--- config.mk ---
export PLATFORM = sky130hd
export DESIGN_NAME = uart_rx
export DESIGN_NICKNAME = d
export VERILOG_FILES = /design/src/rtl/uart_pkg.sv /design/src/rtl/uart_rx_sampler.sv /design/src/rtl/uart_rx.sv
export SDC_FILE = /design/constraint.sdc
export NUM_CORES = 1
export LEC_CHECK = 0
export ABC_AREA = 1
export ABC_CLOCK_PERIOD_IN_PS = 5010
export CORE_MARGIN = 2
export CORE_UTILIZATION = 40
export CTS_CLUSTER_DIAMETER = 200
export CTS_CLUSTER_SIZE = 14
export DETAILED_ROUTE_END_ITERATION = 10
export GPL_TIMING_DRIVEN = 0
export PLACE_DENSITY_LB_ADDON = 0.05
export SLEW_MARGIN = 20
export SYNTH_ARGS = -nofsm -noshare
export SYNTH_HDL_FRONTEND = slang
export SYNTH_HIERARCHICAL = 1
export SYNTH_SLANG_ARGS = --single-unit
--- constraint.sdc ---
create_clock -name clk_i -period 5.01 [get_ports clk_i]
set_input_delay 0.7515 -clock clk_i [delete_from_list [all_inputs] [get_ports clk_i]]
set_output_delay 0.7515 -clock clk_i [all_outputs]
set_load 0.1 [all_outputs]
--- src/rtl/uart_pkg.sv ---
// uart_pkg: shared UART FSM states, oversample default, parity/stop encodings and data-size decode
package uart_pkg;
  typedef enum logic [2:0] {IDLE, START, DATA, PARITY, STOP} state_t;
  localparam int OVERSAMPLE_DEF = 16;
  localparam logic PAR_EVEN = 1'b1;
  localparam logic [1:0] STOP_2 = 2'd2;
  function automatic logic [3:0] data_bits(input logic [3:0] size);
    return (size >= 4'd6 && size <= 4'd8) ? size : 4'd9;
  endfunction
endpackage

--- src/rtl/uart_rx_sampler.sv ---
// uart_rx_sampler: 2-flop rx synchronizer (rx_o) and bit value (bit_o), a 2-of-3 tick vote when UART_RX_MAJORITY_EN is defined
module uart_rx_sampler (
  input  logic clk_i,
  input  logic rst_i,
`ifdef UART_RX_MAJORITY_EN
  input  logic clk_en_i,
`endif
  input  logic rx_i,
  output logic rx_o,
  output logic bit_o
);
  logic [1:0] sync;
  always_ff @(posedge clk_i) sync <= rst_i ? 2'b11 : {sync[0], rx_i};
  assign rx_o = sync[1];
`ifdef UART_RX_MAJORITY_EN
  logic [1:0] hist;
  always_ff @(posedge clk_i) hist <= rst_i ? 2'b11 : clk_en_i ? {hist[0], rx_o} : hist;
  assign bit_o = (hist[1] & hist[0]) | (hist[1] & rx_o) | (hist[0] & rx_o);
`else
  assign bit_o = rx_o;
`endif
endmodule

--- src/rtl/uart_rx.sv ---
// uart_rx: oversampling UART receiver with ready/valid word output, parity/frame/overrun flags; UART_RX_MAJORITY_EN enables 2-of-3 bit voting
module uart_rx
  import uart_pkg::*;
#(
  parameter int OVERSAMPLE = OVERSAMPLE_DEF
) (
  input  logic       clk_i,
  input  logic       rst_i,
  input  logic       clk_en_i,
  input  logic       en_i,
  input  logic       rx_i,
  input  logic [3:0] data_size_i,
  input  logic       parity_size_i,
  input  logic       parity_type_i,
  input  logic [1:0] stop_size_i,
  output logic [8:0] data_o,
  output logic       data_valid_o,
  input  logic       data_ready_i,
  output logic       parity_err_o,
  output logic       frame_err_o,
  output logic       overrun_o,
  output logic       rx_busy_o
);
  localparam int CW = $clog2(OVERSAMPLE);
`ifdef UART_RX_MAJORITY_EN
  localparam int LAT = 1;
`else
  localparam int LAT = 0;
`endif
  localparam logic [CW-1:0] START_PT = CW'(OVERSAMPLE / 2 - 1 + LAT);
  localparam logic [CW-1:0] BIT_PT = CW'(OVERSAMPLE - 1);
  state_t state;
  logic [CW-1:0] cnt;
  logic [3:0] bit_cnt, nbits;
  logic [8:0] shift;
  logic par_en, par_type, stop2, stop_cnt, par_acc, par_err, frm_err, done;
  logic rx_s, bit_s;
  uart_rx_sampler u_sampler (
    .clk_i,
    .rst_i,
`ifdef UART_RX_MAJORITY_EN
    .clk_en_i,
`endif
    .rx_i,
    .rx_o (rx_s),
    .bit_o(bit_s)
  );
  assign rx_busy_o = state != IDLE;
  always_ff @(posedge clk_i) begin
    if (rst_i) begin
      state <= IDLE;
      cnt <= '0;
      bit_cnt <= '0;
      nbits <= 4'd8;
      shift <= '0;
      par_en <= 1'b0;
      par_type <= 1'b0;
      stop2 <= 1'b0;
      stop_cnt <= 1'b0;
      par_acc <= 1'b0;
      par_err <= 1'b0;
      frm_err <= 1'b0;
      done <= 1'b0;
      data_o <= '0;
      data_valid_o <= 1'b0;
      parity_err_o <= 1'b0;
      frame_err_o <= 1'b0;
      overrun_o <= 1'b0;
    end else begin
      done <= 1'b0;
      if (done) begin
        data_o <= shift >> (4'd9 - nbits);
        parity_err_o <= par_err;
        frame_err_o <= frm_err;
        overrun_o <= data_valid_o && !data_ready_i;
        data_valid_o <= 1'b1;
      end else if (data_ready_i) begin
        data_valid_o <= 1'b0;
      end
      if (clk_en_i) begin
        case (state)
          IDLE: if (en_i && !rx_s) begin
            nbits <= data_bits(data_size_i);
            par_en <= parity_size_i;
            par_type <= parity_type_i;
            stop2 <= stop_size_i >= STOP_2;
            cnt <= '0;
            stop_cnt <= 1'b0;
            par_acc <= 1'b0;
            par_err <= 1'b0;
            frm_err <= 1'b0;
            state <= START;
          end
          START: if (cnt == START_PT) begin
            cnt <= '0;
            bit_cnt <= '0;
            state <= bit_s ? IDLE : DATA;
          end else cnt <= cnt + 1'b1;
          DATA: if (cnt == BIT_PT) begin
            cnt <= '0;
            shift <= {bit_s, shift[8:1]};
            par_acc <= par_acc ^ bit_s;
            bit_cnt <= bit_cnt + 1'b1;
            if (bit_cnt == nbits - 1'b1) state <= par_en ? PARITY : STOP;
          end else cnt <= cnt + 1'b1;
          PARITY: if (cnt == BIT_PT) begin
            cnt <= '0;
            par_err <= bit_s != (par_type == PAR_EVEN ? par_acc : ~par_acc);
            state <= STOP;
          end else cnt <= cnt + 1'b1;
          STOP: if (cnt == BIT_PT) begin
            cnt <= '0;
            frm_err <= frm_err | ~bit_s;
            stop_cnt <= 1'b1;
            if (!stop2 || stop_cnt) begin
              state <= IDLE;
              done <= 1'b1;
            end
          end else cnt <= cnt + 1'b1;
          default: state <= IDLE;
        endcase
      end
    end
  end
endmodule
After elaboration in Yosys (flattened, before gate mapping)
Cells that the tools add are included.
Storage, ports and cells
  bits in registers: 47
  latch bits: 0
  RAM bits: 0
  memory bits (read-only): 0
  output and inout bits: 14
  word-level logic and storage cells: 105
  memories kept: 0
Operators by class
  add/sub/neg operators: 4
  $mul: 0
  div/mod/pow operators: 0
  $lt $le $gt $ge: 3
  equality and inequality tests: 15
  shifts and indexed selects: 1
  muxes and demuxes: 31
  bitwise logic cells: 7
  reduce and logical (&&, ||, !) cells: 25
Operator list (number)
  3-bit 2-to-1 mux: 8
  4-bit 2-to-1 mux: 6
  4-bit AND reduction: 4
  3-bit case mux with 5 select lines: 1
  2-bit != test (second input constant): 7
  4-bit case mux with 3 select lines: 1
  2-bit nonzero test: 5
  1-bit 2-to-1 mux: 9
  3-bit AND reduction: 3
  9-bit by 4-bit >> shifter with 9-bit output: 1
  4-bit by 1-bit adder with 4-bit output (second input constant): 2
  1-bit case mux with 2 select lines: 4
  4-bit case mux with 2 select lines: 1
  8-bit AND reduction: 1
  3-bit by 2-bit equality test with 1-bit output (second input constant): 2
  3-bit nonzero test: 2
  1-bit NOT: 5
  4-bit by 3-bit equality test with 1-bit output (second input constant): 1
  4-bit equality test: 1
  4-bit equality test (second input constant): 1
  4-bit by 3-bit >= comparator with 1-bit output (second input constant): 1
  4-bit less-or-equal comparator (second input constant): 1
  4-bit OR reduction: 1
  4-bit by 1-bit subtractor with 4-bit output (second input constant): 1
  13 further kinds: 17

Longest topological paths before layout
Gate-level depths: netlist (run 1).
  depth in word-level cells: 5
  mapped depth: 15
  depth with buffers taken out: 14

By module
The synthesis (run 1) kept the hierarchy.
Modules (own cells, without submodules)
  uart_rx: instances 1, cells an instance 357, area an instance 2449.8 um^2, seq. area each 900.9 um^2
  uart_rx_sampler: instances 1, cells an instance 8, area an instance 66.3 um^2, seq. area each 40.0 um^2

Least setup slack after synthesis (run 1)
OpenSTA, ideal clock, no wires.
  path type: reg2out
  start point: register state[0]
  end point: output port rx_busy_o
  arrival time: 1.232 ns
  required time: 4.259 ns
  slack: 3.026 ns
  stages on the path, launching flop included: 5
  path buffers: 0
  path through: dfxtp_1 > inv_2 > nand2_4 > nor2_4 > inv_1
Between the ends
  longest elaborated chain between the ends: 1
RTL lines
  start, declared: line uart_rx.sv:32  | state_t state;
  start signal, assigned: line uart_rx.sv:97  | state <= bit_s ? IDLE : DATA;
  start signal, assigned: line uart_rx.sv:104  | if (bit_cnt == nbits - 1'b1) state <= par_en ? PARITY : STOP;
  3-bit nonzero test: line uart_rx.sv:48  | assign rx_busy_o = state != IDLE;
  end, declared: line uart_rx.sv:22  | output logic rx_busy_o
Every way passes these cells.

Worst setup path after layout (run 1)
Same ends and word-level chain as after synthesis.

==> results of run 1 <==
==> worst paths after layout <==
check	end	slack, ps	cells after the start
max	rx_busy_o	1990	5
min	u_sampler/sync[1]	420	2
max reg2reg	data_o[2]	3020	10
min reg2reg	u_sampler/sync[1]	420	2
==> critical path, delay by kind of cell (launching register included) <==
kind                   cells  cell delay (ps)
buffers and inverters      3             1330
DFF                        1              470
and+or+nand+nor            2              160
==> through the flow <==
| stage | cells | utilization, % |
|---|---|---|
| after global placement | 466 | 47.91 |
| final | 474 | 49.94 |
| after global routing | 474 | 49.94 |
| after floorplan | 365 | - |
| after CTS | 474 | 49.94 |
| after detailed placement | 466 | 47.91 |
==> state kept, by name (all words and copies together), names as in the netlist, 2 cells and up <==
register	flops
data_o	9
shift	9
bit_cnt	4
cnt	4
nbits	4
state	3
u_sampler/sync	2
==> layout make-up <==
type                            count  area (µm²)  share of cell area (%)
Timing Repair Buffer               26       260.3                   8.699
Clock buffer                        6       82.58                   2.760
Multi-Input combinational cell    254        1311                   43.83
Tap cell                           75       93.84                   3.137
Buffer                              9       55.05                   1.840
Clock inverter                      2       38.79                   1.297
Inverter                           55       209.0                   6.985
Sequential cell                    47       940.9                   31.45
==> cell usage in the layout (no fill, tap or decap), types with 3 or more instances in the layout <==
master	n
a21oi_1	29
buf_2	3
nand2_2	6
nor2_2	6
nor3_1	4
o211ai_1	3
o21ai_1	11
nand3_1	18
dfxtp_1	47
clkdlybuf4s50_1	26
nand2_1	77
inv_2	8
ha_1	5
clkbuf_8	7
nor2_1	41
clkbuf_1	3
inv_1	45
nor2_4	4
o21ai_0	28
nand2_4	5
==> per-layer routing <==
metal  track usage [%]  vias to the layer above  share of wire (%)
li1                  -                     1233                  -
met1             21.13                      994                 50
met2             28.30                       33                 47
met3             4.274                        4                3.0
met4             3.577                        0               0.63
met5                 0                        -                  0
==> power breakdown <==
part	switching, µW	leakage [µW]	internal [µW]
clock network	138	0.0000618	164
logic	267	0.000829	132
registers	26.7	0.000380	402
==> cell families after synthesis <==
| logic type | count (synthesis) | synth area share (%) |
|---|---|---|
| AOI/OAI and AO/OA | 77 | 16.16 |
| xor gates and xnor gates | 3 | 1.044 |
| adders and majority gates | 5 | 2.486 |
| buffers and inverters | 64 | 10.49 |
| DFF | 47 | 37.39 |
| and+or+nand+nor | 169 | 32.42 |
==> flow_summary.yaml, run 1 <==
status:
  status: "finished clean"
worst_setup_path:
  crit_chain: "inv_2 > nand2_4 > nor2_4 > inv_1 > clkdlybuf4s50_1"
  r2r-start: "nbits[1]"
  cp.arrival_ps: 2270
  cp_slowest_cell: "clkdlybuf4s50_1"
  crit_fanout: 5
  cp-start-kind: "register"
  crit_path_max_incr_delay_ps: 1140
  end_kind: "output pin"
  worstPathRequired_ps: 4260
  critPathLaunch: "state[0]"
  path_class: "register to output pin"
yosys:
  yosys.cell_types.count: 37
  yosys.area.top_type: "dfxtp_1"
  postSynthAreaPerCell_um2: 6.894
  ys_ff_latch: 47
  synth-seq-area-share_pct: 37.39
  yosysMostFrequentCell: "nand2_1"
  yosysTopAreaCellShare_pct: 37.39
  syn-cell-area_um2: 2516
  async_flop_share_pct: 0
  synth_top_flop_cell: "dfxtp_1"
  synth_fp_nets: 384
  yosys-top-cells-area: "dfxtp_1 (37%), nand2_1 (11%), inv_1 (6.7%), nor2_1 (6.1%), a21oi_1 (5.8%)"
  synth-edff-count: 0
  ys_warn_count: 6
  ys_top_cells_by_count: "nand2_1 (77), dfxtp_1 (47), inv_1 (45), nor2_1 (41), a21oi_1 (29)"
  synthCells: 365
timing:
  timing.final.crit_share_pct: 60.27
  max_slew_margin_pct: 35.08
  tns_ps: 0
  finalHoldViolations: 0
  setup_ws_ps: 1991
  fin_hold_ws_ps: 424.5
  tightest_slew_ps: 970.8
  period_minus_slack_ps: 3019
  max_freq_mhz: 331.2
  slew_violations: 0
  rsz0062_at_grt: "false"
  fin_worst_skew_ps: 4.658
  finalSetupViolCount: 0
routing:
  drcViolationCount: 0
  drt_pre_antenna_iters: 5
  post_drt_wl_per_cell_um: 11.80
  first_iter_violations: 90
  via_per_inst: 4.776
  num_vias: 2264
  ant_nets: 0
  drt_wl_total_mm: 5.592
die:
  die_w_um: 83.31
  die_area_um2: 6941
  initial_core_util_pct: 42.00
  die_y_um: 83.31
  io_pins: 28
  core_um2: 5991
  rows: 28
clock_tree:
  cts_num_sinks: 47
  ctsLongestPathBuffers: 2
  cts-root-buf: "clkbuf_8"
  cts_buffers: 5
  cts-resized-gates: 0
  cts_tree: "yes"
  cts_max_level: 2
  hold_buffers: 0
  clk_pin_slew_ps: 90
  clk_latency_ps: 310
  post_cts_buffers: 0
cells_and_area:
  nets: 417
  fillCellCount: 612
  syn_to_final_growth_pct: 18.90
  n_antenna_cell: 0
  drive_gt1_share_pct: 12.53
  design_area_um2: 2992
min_path:
  min_path_type: "register to register"
  min-delay-start: "u_sampler/sync[0]"
global_route:
  grt_max_degree: 16
  grt_overflow_total: 0
  grt_pass1_vias: 2041
  grt_pass1_wl_mm: 9.418
  antenna_found_initial: 0
  grt.total_usage_pct: 16.60
placement:
  post_dp_cell_area_um2: 2870
  gp_congestion: 0.8062
  place_ws_ps: 2334
  port_buffers: 26
  dpl.hpwl_mm: 4.202
flow_run:
  cap_violations: 0
power:
  p_leak_uw: 0.001271
  p_total_uw: 1129
  power.density_nw_per_um2: 377.5
  vdd_drop_max_mv: 0.2041
No activity file was read; power rests on OpenSTA's default activity.
==> run 2, diff against run 1 <==
--- a/config.mk
+++ b/config.mk
@@ -6,7 +6,7 @@
 export NUM_CORES = 1
 export LEC_CHECK = 0
 export ABC_AREA = 1
-export ABC_CLOCK_PERIOD_IN_PS = 5010
+export ABC_CLOCK_PERIOD_IN_PS = 3000
 export CORE_MARGIN = 2
 export CORE_UTILIZATION = 40
 export CTS_CLUSTER_DIAMETER = 200
==> constraint.sdc (replaced) <==
create_clock -name clk_i -period 3 [get_ports clk_i]
set_input_delay 0.45 -clock clk_i [delete_from_list [all_inputs] [get_ports clk_i]]
set_output_delay 0.45 -clock clk_i [all_outputs]
set_load 0.1 [all_outputs]
==> results of run 2 <==
The final DEF is identical to that of run 1. Status: finished clean.
Main changes from that run: setup slack after placement 2334 ps -> 626.0 ps; setup slack after layout 1991 ps -> 282.1 ps; register-to-register setup slack 3020 ps -> 1010 ps; total power 1129 µW -> 1886 µW; worst IR drop on VDD 0.2041 mV -> 0.3408 mV
==> run 3, diff against run 2 <==
--- a/config.mk
+++ b/config.mk
@@ -7,7 +7,7 @@
 export LEC_CHECK = 0
 export ABC_AREA = 1
 export ABC_CLOCK_PERIOD_IN_PS = 3000
-export CORE_MARGIN = 2
+export CORE_MARGIN = 3
 export CORE_UTILIZATION = 40
 export CTS_CLUSTER_DIAMETER = 200
 export CTS_CLUSTER_SIZE = 14
==> run 3 against run 2 <==
Fmax up 0.74%. Global-route usage is 0.32 points higher. Cell area down 0.75%. Die area grew 4.9%. Sequential power about the same. Largest power group unchanged. Critical path depth stayed put. Flip-flop and latch count stayed put. Clock skew rose by 4.0 ps. Non-clock buffer count unchanged. Largest cell class unchanged. Routed wire length is 0.52% higher. Worst hold slack worse by 2.3 ps.
==> flow_summary.yaml, run 3 (synthesis gave the netlist of run 1 again) <==
routing:
  via_per_inst: 4.825
  wl_met2_mm: 2.624
  drcViolationCount: 0
  routed.top_layer: "met4"
  post_drt_wl_per_cell_um: 11.86
  first_iter_violations: 65
  met3_length_um: 173
  wl_met1_mm: 2.741
  num_vias: 2287
  ant_nets: 0
  drt_pre_antenna_iters: 4
  drt_wl_total_mm: 5.621
die:
  io_pins: 28
  die_area_um2: 7278
  initial_core_util_pct: 42.00
  core_um2: 5991
  rows: 28
  die_y_um: 85.31
  die_w_um: 85.31
timing:
  max_freq_mhz: 370.6
  period_minus_slack_ps: 2698
  timing.final.crit_share_pct: 89.93
  fin_worst_skew_ps: 8.659
  tightest_slew_ps: 965.2
  finalHoldViolations: 0
  max_slew_margin_pct: 35.45
  finalSetupViolCount: 0
  tns_ps: 0
  rsz0062_at_grt: "false"
  slew_violations: 0
flow_run:
  cap_violations: 0
power:
  p_sw_share_pct: 39.83
  power_switching_uw: 714.4
  p_leak_uw: 0.001257
  power.density_nw_per_um2: 604.1
  p_total_uw: 1794
  vdd_drop_max_mv: 0.2526
  power_frac_comb_pct: 37.4
  intPower_uw: 1079
  pwr-share-seq_pct: 39.8
  power.share.clock_pct: 22.8
cells_and_area:
  top_regs: "data_o x9, shift x9"
  fillCellCount: 635
  final_common_cell: "nand2_1"
  syn_to_final_growth_pct: 18.00
  multi_input_area_um2: 1311
  seqCellArea_um2: 940.9
  drive_gt1_share_pct: 12.53
  layout_common_cells: "nand2_1 (77), dfxtp_1 (47), inv_1 (45), nor2_1 (41), a21oi_1 (29)"
  n_antenna_cell: 0
  nets: 417
clock_tree:
  cts_num_sinks: 47
  post_cts_buffers: 0
  cts_tree: "yes"
  cts-resized-gates: 0
  hold_buffers: 0
  cts_buffers: 5
  cts_max_level: 2
  clk_latency_ps: 300
  cts-root-buf: "clkbuf_8"
  ctsLongestPathBuffers: 2
  clk_pin_slew_ps: 80
global_route:
  antenna_found_initial: 0
  grt_pass1_vias: 2262
  grt_pass1_wl_mm: 9.929
  grt.total_usage_pct: 16.92
  grt_max_degree: 16
  grt_overflow_total: 0
placement:
  port_buffers: 26
  dpl.hpwl_mm: 4.353
  gp_congestion: 0.8234
worst_setup_path:
  critPathLaunch: "state[0]"
  cp-start-kind: "register"
  ff2ff_path_depth: 10
  r2r_end: "data_o[2]"
  endpoint: "rx_busy_o"
  end_kind: "output pin"
  r2r_slack_ps: 1010
  path_class: "register to output pin"
  worstPathRequired_ps: 2550
  cp.arrival_ps: 2250
  r2r-start: "nbits[1]"
  crit_fanout: 5
min_path:
  min_path_type: "register to register"
  hold_depth: 2
  min-delay-start: "u_sampler/sync[0]"
status:
  status: "finished clean"
run 3: area by class of cell:
type | count | area share [%]
sequential | 47 | 31.69
buffer | 9 | 1.854
multi-input combinational | 254 | 44.16
inverter | 55 | 7.037
timing repair buffer | 26 | 8.765
clock inverter | 2 | 0.5478
tap | 75 | 3.161
clock buffer | 6 | 2.781
run 3: how the worst min path moves through the flow:
stage,to,slack (ps)
5_1_grt,u_sampler/sync[1],450
3_3_place_gp,u_sampler/sync[1],410
2_1_floorplan,u_sampler/sync[1],390
4_1_cts,u_sampler/sync[1],430
6_report,u_sampler/sync[1],420
3_5_place_dp,u_sampler/sync[1],410
run 3: per-stage QoR:
step	cell area, µm²	util (%)	hold WS, ps	instances	worst slack (ps)
4_1_cts	2969	49.56	431.1	474	285.1
2_1_floorplan	2516	-	386.5	365	1288
3_5_place_dp	2870	47.91	407.8	466	633.4
3_3_place_gp	2870	47.91	405.5	466	632.4
5_1_grt	2969	49.56	449.2	474	170.5
6_report	2969	49.56	422.2	474	302.0
run 3: per-layer routing:
| metal | up-vias | global-route usage (%) |
|---|---|---|
| li1 | 1231 | - |
| met1 | 1026 | 21.19 |
| met2 | 25 | 28.95 |
| met3 | 5 | 3.398 |
| met4 | 0 | 5.612 |
| met5 | - | 0 |
run 3: worst max-delay path: stages (launching register included):
cell,delay (ps)
dfxtp_1,450
inv_2,80
nand2_4,90
nor2_4,60
inv_1,120
clkdlybuf4s50_1,1140
run 3: power by group through the flow:
stage / logic [µW] / clock network, µW / registers, µW
6_report: 671 / 409 / 714
5_1_grt: 766 / 455 / 721
2_1_floorplan: 540 / 0 / 719
3_5_place_dp: 675 / 0 / 728
4_1_cts: 677 / 431 / 713
3_3_place_gp: 667 / 0 / 728
